<file path="src/rtl/raster_work_issuer.sv">
// Raster-order work item producer: walks an inclusive x/y region and offers one
// {last, y, x} item per coordinate on a valid / registered-acknowledge handshake.
module raster_work_issuer #(
    parameter int X_WIDTH = 8,
    parameter int Y_WIDTH = 8,
    localparam int STATE_VARS_WIDTH = 1 + Y_WIDTH + X_WIDTH,
    localparam int COUNT_WIDTH = X_WIDTH + Y_WIDTH + 1
) (
    input  logic                        clk,
    input  logic                        rst,
    input  logic                        start,
    input  logic [X_WIDTH-1:0]          x_min,
    input  logic [X_WIDTH-1:0]          x_max,
    input  logic [Y_WIDTH-1:0]          y_min,
    input  logic [Y_WIDTH-1:0]          y_max,
    output logic                        busy,
    output logic                        done,
    output logic [COUNT_WIDTH-1:0]      item_count,
    output logic [STATE_VARS_WIDTH-1:0] state_vars_next,
    output logic                        state_vars_next_valid,
    input  logic                        state_accepted
);

    typedef enum logic {IDLE, ISSUE} state_t;

    state_t state_q, state_d;

    logic [X_WIDTH-1:0] x_min_r, x_max_r, cur_x;
    logic [Y_WIDTH-1:0] y_max_r, cur_y;

    logic bounds_ok, is_last, idle_start, issue_ack;

    assign bounds_ok  = (x_min <= x_max) && (y_min <= y_max);
    assign is_last    = (cur_x == x_max_r) && (cur_y == y_max_r);
    assign idle_start = (state_q == IDLE) && start;
    assign issue_ack  = (state_q == ISSUE) && state_accepted;

    always_ff @(posedge clk) begin
        if (rst) begin
            state_q <= IDLE;
        end else begin
            state_q <= state_d;
        end
    end

    always_comb begin
        state_d = state_q;
        case (state_q)
            IDLE:    if (start && bounds_ok) state_d = ISSUE;
            ISSUE:   if (state_accepted && is_last) state_d = IDLE;
            default: state_d = IDLE;
        endcase
    end

    // Control: completion pulse and accepted-item counter
    always_ff @(posedge clk) begin
        if (rst) begin
            done       <= 1'b0;
            item_count <= '0;
        end else begin
            done <= 1'b0;
            if (idle_start) begin
                item_count <= '0;
                done       <= ~bounds_ok;
            end else if (issue_ack) begin
                item_count <= item_count + COUNT_WIDTH'(1);
                done       <= is_last;
            end
        end
    end

    // Datapath: latched bounds and raster cursor; only meaningful while busy
    always_ff @(posedge clk) begin
        if (idle_start && bounds_ok) begin
            x_min_r <= x_min;
            x_max_r <= x_max;
            y_max_r <= y_max;
            cur_x   <= x_min;
            cur_y   <= y_min;
        end else if (issue_ack && !is_last) begin
            if (cur_x == x_max_r) begin
                cur_x <= x_min_r;
                cur_y <= cur_y + Y_WIDTH'(1);
            end else begin
                cur_x <= cur_x + X_WIDTH'(1);
            end
        end
    end

    // Valid is masked during the acknowledge cycle so an item is never taken twice
    assign busy                  = (state_q == ISSUE);
    assign state_vars_next_valid = busy & ~state_accepted;
    assign state_vars_next       = busy ? {is_last, cur_y, cur_x} : '0;

endmodule

</file>
<file path="config.mk">
export PLATFORM = sky130hd
export DESIGN_NAME = raster_work_issuer
export DESIGN_NICKNAME = d
export VERILOG_FILES = /design/src/rtl/raster_work_issuer.sv
export SDC_FILE = /design/constraint.sdc
export NUM_CORES = 1
export LEC_CHECK = 0
export CAP_MARGIN = 10
export CORE_MARGIN = 2
export CORE_UTILIZATION = 52
export CTS_BUF_LIST = sky130_fd_sc_hd__clkbuf_8
export CTS_CLUSTER_DIAMETER = 120
export DETAILED_ROUTE_END_ITERATION = 10
export PLACE_DENSITY_LB_ADDON = 0.12
export SLEW_MARGIN = 20
export SYNTH_ARGS = -nofsm -noshare
export SYNTH_HDL_FRONTEND = slang
export SYNTH_SLANG_ARGS = --single-unit
</file>
<file path="constraint.sdc">
create_clock -name clk -period 3.8 [get_ports clk]
set_input_delay 0.95 -clock clk [delete_from_list [all_inputs] [get_ports clk]]
set_output_delay 0.95 -clock clk [all_outputs]
set_load 0.03 [all_outputs]
</file>
==> impl_metrics.csv, run 1 <==
group,metric,value,unit
grt,grt_first_pass_wirelength,11.3,mm
sta,setup_viol,0,
final_layout,fillCellCount,461,
worst_setup_path,crit_slowest_cell,"clkdlybuf4s50_1",
yosys,syn_area,3170,sq um
sta,setup_tns,0,ns
route,drt-total-wl,7.11,mm
worst_setup_path,crit_path_start_kind,"flop",
pwr,p_seq_share,42.0,%
pwr,p_leak,1.64,nW
yosys,post-synth-top-count-cell,"edfxtp_1",
route,routedWlPerCell,15.5,microns
worst_setup_path,crit_family,"simple AND/OR/NAND/NOR gates",
placed_design,post-dp-hpwl,5.24,mm
worst_setup_path,worstSetupPathType,"reg2out",
final_layout,area_growth_syn_to_layout,35.0,%
floorplan,num_io_pins,73,
clock_network,hold_buffers,0,
min_path,min_path_type,"reg2reg",
pwr,ir_drop,247,uV
placed_design,gp_congestion,0.776,
worst_setup_path,worst_ep_required_time,2.85,ns
outcome,status,"finished, final reports clean",
clock_network,cts-resized-gates,0,
run,maxCapViolCount,0,
grt,first_global_vias,2405,
sta,finalCritPeriodShare,94.8,%
yosys,netlist_instances,295,
yosys,synth_top_area_share,37.8,%
yosys,ys_ff_latch,59,
yosys,ys_warn_count,0,
clock_network,clock_latency,0.34,ns
worst_setup_path,critPathMaxFanout,5,
grt,track_usage,23.0,%
sta,rsz0062_at_grt,"false",
route,drc,0,
pwr,p_sw_share,25.1,%
clock_network,cts_setup_buffers,0,
final_layout,fin_cells,460,
route,vias,2457,
final_layout,drive_gt1_share,10.1,%
pwr,intPower,1.42,mW
route,ant_nets,0,
clock_network,clock_path_buffers,2,
route,drtIter0Drc,118,
worst_setup_path,critical_path_buf_inv_count,1,
sta,finalHoldViolCount,0,
route,firstDrtPassIters,4,
sta,worstMarginPinSlew,0.779,ns
pwr,comb_power_share,17.8,%
floorplan,die_y,82.1,microns
yosys,synth_cell_types,34,
floorplan,rows,28,
pwr,p_per_area,443,nW/um^2
route,vias_per_cell,5.34,
floorplan,dieArea,6750,sq um
placed_design,dpl.cell_count,444,
pwr,switchingPower,475,uW
yosys,synth_ff_type,"edfxtp_1",
worst_setup_path,worstPathArrival,2.65,ns
worst_setup_path,path_cells,"xor2_1 -> nor4_1 -> nand2_1 -> nor3_1 -> and2_1 -> clkdlybuf4s50_1",
yosys,synth_edf_count,40,
worst_setup_path,end_kind,"primary output",
sta,fin_skew,0.0100,ns
clock_network,clkTransAtPathRegs,0.07,ns
sta,min_period,3.60,ns
yosys,synthTopCellsByCount,"40 x edfxtp_1, 25 x nor2_1, 23 x xor2_1",
clock_network,root_buffer,"clkbuf_8",
clock_network,h-tree-depth,3,
sta,drv_slew,0,
floorplan,initial_core_util,53.6,%
clock_network,cts.sink_count,59,
sta,relSlewSlack,48.0,%
floorplan,die_w,82.1,microns
final_layout,n_antenna_cell,0,
grt,grt_overflow,0,
final_layout,fin_nets,435,
worst_setup_path,critPathMaxStageDelay,0.68,ns
yosys,async_flop_share,0,%
yosys,synth-seq-area-share,49.8,%
yosys,synth_area_leaders,"edfxtp_1 38%, dfxtp_1 12%, ha_1 7.5%",
pwr,p_clk_share,40.2,%
grt,grt_antenna_before_repair,0,
yosys,synth_area_leader_cell,"edfxtp_1",
placed_design,io_buffers,72,
clock_network,cts_buffers,9,
floorplan,coreArea,5920,sq um
grt,grt_max_degree,27,
sta,max_freq,0.278,GHz
clock_network,cts_tree,"yes",
sta,setup_ws,0.199,ns
placed_design,pre_cts_slack,0.260,ns
yosys,synth_area_per_cell,10.8,sq um
pwr,p_total,1.90,mW
yosys,synth_nets,350,
-- power groups by stage --
stage	sequential [mW]	combinational (mW)	clock (mW)
after floorplan	0.799	0.210	0
final	0.797	0.337	0.762
after CTS	0.798	0.339	0.764
after detailed placement	0.811	0.335	0
after global placement	0.809	0.327	0
after global routing	0.804	0.367	0.793
-- path summary, 6_finish.rpt --
path                       from                  end  slack [ns]  cells after the start
setup reg to reg       cur_x[3]             cur_y[7]        1.30                      5
hold reg to reg   item_count[1]        item_count[1]        0.51                      2
setup / recovery       cur_x[3]  state_vars_next[16]        0.20                      6
hold / removal    item_count[1]        item_count[1]        0.51                      2
-- final cells by class --
class | instances | area (sq um) | area share (%)
repair buffers | 82 | 796 | 18.6
multi-input cells | 210 | 1490 | 34.7
flip-flops and latches | 59 | 1580 | 36.9
inverters | 18 | 67.6 | 1.58
well taps | 75 | 93.8 | 2.19
clock buffers | 9 | 124 | 2.89
clock inverters | 7 | 138 | 3.21
-- state kept, by name, summed over array words and instances, names as in the netlist --
signal and cells:
done 1, x_min_r 8, cur_y 8, y_max_r 8
cur_x 8, item_count 17, x_max_r 8, busy 1
-- through the flow --
stage	hold WS [ns]	instance area, sq um	utilization [%]
2_1_floorplan	0.587	3170	-
3_3_place_gp	0.491	4020	67.9
5_1_grt	0.542	4290	72.4
3_5_place_dp	0.500	4020	68.0
4_1_cts	0.510	4290	72.4
6_report	0.510	4290	72.4
-- layout by cell type (no fill, tap or decap), drive strengths merged, types with 2 or more instances in the layout --
| cell type | count |
|---|---|
| nand2 | 12 |
| xnor2 | 20 |
| clkdlybuf4s50 | 72 |
| ha | 19 |
| xor2 | 23 |
| nor3 | 8 |
| a211o | 2 |
| nor4 | 2 |
| o211ai | 3 |
| mux2 | 10 |
| nor2b | 3 |
| dfxtp | 19 |
| edfxtp | 40 |
| nor2 | 25 |
| and3 | 5 |
| clkbuf | 9 |
| and4 | 4 |
| buf | 10 |
| nand3 | 14 |
| nand4 | 9 |
| bufinv | 4 |
| a21oi | 20 |
| o21ai | 3 |
| nand2b | 3 |
| inv | 20 |
| and2 | 17 |
-- worst reg2reg max path: cells and delay by family, from the launching register on --
| family | cells | cell delay, ns |
|---|---|---|
| flops | 1 | 0.48 |
| compound gates | 1 | 0.70 |
| buf+inv | 1 | 0.24 |
| xor+xnor | 1 | 0.18 |
| simple gates | 2 | 0.53 |
-- routing by layer --
metal  GRT usage (%)  part of all wire [%]
met2            39.2                    49
met5               0                     0
met4            7.83                   1.2
met1            28.1                    44
met3            6.20                   5.9
-- cells by family after synthesis --
group	Yosys count	synth area share, %
AO/OA/AOI/OAI	33	6.27
XOR/XNOR	43	11.9
adder cells (fa/ha/maj)	19	7.49
buffers and inverters	26	3.55
flip-flops	59	49.8
multiplexers	11	3.98
AND/OR/NAND/NOR	104	17.0
Note: power is estimated with default switching activity, not from simulation.
==> run 2: changes to the inputs <==
Settings changed: CORE_UTILIZATION 52 to 50, CTS_BUF_LIST sky130_fd_sc_hd__clkbuf_8 to unset, TNS_END_PERCENT set to 1.
==> impl_metrics.csv, run 2 (same netlist as run 1, synthesis figures left out) <==
group,metric,value,unit
worst_setup_path,crit_family,"simple AND/OR/NAND/NOR gates",
sta,finalHoldViolCount,0,
final_layout,final_cell_mix,"72 x clkdlybuf4s50_1, 40 x edfxtp_1, 25 x nor2_1, 23 x xor2_1",
worst_setup_path,crit_path_start_kind,"flop",
route,drc,0,
final_layout,fin_nets,435,
worst_setup_path,critical_path_buf_inv_count,1,
floorplan,num_io_pins,73,
run,maxCapViolCount,0,
grt,grt_antenna_before_repair,0,
final_layout,largest_reg_flops,17,
clock_network,clock_path_buffers,2,
sta,rsz0062_at_grt,"false",
grt,grt_max_degree,27,
floorplan,coreArea,6240,sq um
placed_design,post-dp-hpwl,5.04,mm
final_layout,regMostFlops,"item_count",
clock_network,clock_latency,0.34,ns
pwr,p_leak,1.61,nW
final_layout,final_common_cell,"clkdlybuf4s50_1",
sta,holdWs,0.498,ns
pwr,intPower,1.21,mW
grt,first_global_vias,2331,
final_layout,regArea,1580,sq um
clock_network,cts_setup_buffers,0,
pwr,p_sw_share,27.4,%
route,ant_nets,0,
clock_network,root_buffer,"clkbuf_8",
sta,drv_slew,0,
worst_setup_path,crit_slowest_cell,"clkdlybuf4s50_1",
route,firstDrtPassIters,4,
final_layout,multi_input_area,1490,sq um
final_layout,n_antenna_cell,0,
placed_design,io_buffers,72,
clock_network,clkTransAtPathRegs,0.07,ns
final_layout,area_growth_syn_to_layout,32.8,%
route,drt-total-wl,6.68,mm
min_path,min_path_type,"reg2reg",
grt,grt_overflow,0,
clock_network,cts-resized-gates,0,
grt,grt_first_pass_wirelength,11.0,mm
pwr,comb_power_share,19.9,%
pwr,p_seq_share,47.8,%
clock_network,h-tree-depth,3,
floorplan,die_y,83.7,microns
worst_setup_path,worstPathArrival,2.73,ns
final_layout,drive_gt1_share,9.87,%
worst_setup_path,worst_ep_required_time,2.85,ns
sta,fin_skew,0.00910,ns
final_layout,fillCellCount,512,
route,vias,2403,
worst_setup_path,critPathMaxStageDelay,0.67,ns
route,drtIter0Drc,91,
sta,relSlewSlack,46.5,%
clock_network,cts_tree,"yes",
placed_design,gp_congestion,0.757,
clock_network,cts_buffers,9,
sta,worstMarginPinSlew,0.801,ns
worst_setup_path,end_kind,"primary output",
floorplan,rows,29,
floorplan,initial_core_util,50.9,%
worst_setup_path,critPathMaxFanout,5,
worst_setup_path,worstSetupPathType,"reg2out",
floorplan,die_w,83.7,microns
floorplan,dieArea,7000,sq um
sta,finalCritPeriodShare,96.9,%
route,vias_per_cell,5.20,
sta,min_period,3.68,ns
sta,setup_tns,0,ns
clock_network,hold_buffers,0,
worst_setup_path,path_cells,"xor2_1 -> nor4_1 -> nand2_1 -> nor3_1 -> and2_1 -> clkdlybuf4s50_1",
sta,setup_viol,0,
outcome,status,"finished, final reports clean",
route,routedWlPerCell,14.5,microns
sta,max_freq,0.272,GHz
clock_network,cts.sink_count,59,
grt,track_usage,20.2,%
pwr,p_per_area,396,nW/um^2
pwr,p_clk_share,32.3,%
pwr,switchingPower,456,uW
pwr,ir_drop,262,uV
-- run 2: cell count changes in the layout (fill, tap and decap cells not counted) --
cell,delta
bufinv_16,-4
clkinv_2,+2
clkbuf_1,+1
clkbuf_16,+1
clkbuf_8,+1
inv_4,-1
-- run 2: power groups by stage --
| stage | clock network (mW) | logic, mW | registers (mW) |
|---|---|---|---|
| floorplan | 0 | 0.210 | 0.799 |
| global placement | 0 | 0.327 | 0.809 |
| detailed placement | 0 | 0.332 | 0.811 |
| CTS | 0.549 | 0.334 | 0.797 |
| global route | 0.577 | 0.364 | 0.802 |
| finish | 0.538 | 0.332 | 0.796 |
-- run 2: cell type report --
class	count	share of cell area [%]
Sequential cell	59	37.5
Tap cell	77	2.29
Inverter	18	1.60
Multi-Input combinational cell	210	35.2
Clock buffer	12	3.95
Clock inverter	4	0.505
Timing Repair Buffer	82	18.9
-- run 2: through the flow --
step	worst slack, ns	area (sq um)	util [%]	cells	total power, mW
5_1_grt	0.0506	4210	67.5	462	1.74
6_report	0.118	4210	67.5	462	1.67
3_3_place_gp	0.145	4020	64.4	446	1.14
2_1_floorplan	0.220	3170	-	295	1.01
4_1_cts	0.145	4210	67.4	462	1.68
3_5_place_dp	0.110	4020	64.4	446	1.14
-- run 2: metal layers --
layer  part of all wire [%]  track usage, %  vias to the layer above
met5                      0               0                        -
li1                       -               -                     1210
met4                    2.5            10.1                        0
met1                     45            26.2                     1124
met3                    4.9            4.75                       11
met2                     47            31.6                       58
-- run 2: tightest hold or removal path, delay by kind of cell (launching register included) --
| kind | cells | cell delay, ns |
|---|---|---|
| DFF | 1 | 0.34 |
| AOI/OAI and AO/OA | 1 | 0.05 |
| and+or+nand+nor | 1 | 0.06 |
-- run 2: path summary, 6_finish.rpt --
kind | start | endpoint | slack [ns] | cells after the start
worst max-delay path | cur_x[3] | state_vars_next[16] | 0.12 | 6
worst min-delay path | item_count[1] | item_count[1] | 0.50 | 2
worst max register to register | busy | cur_x[4] | 1.27 | 4
worst min register to register | item_count[1] | item_count[1] | 0.50 | 2
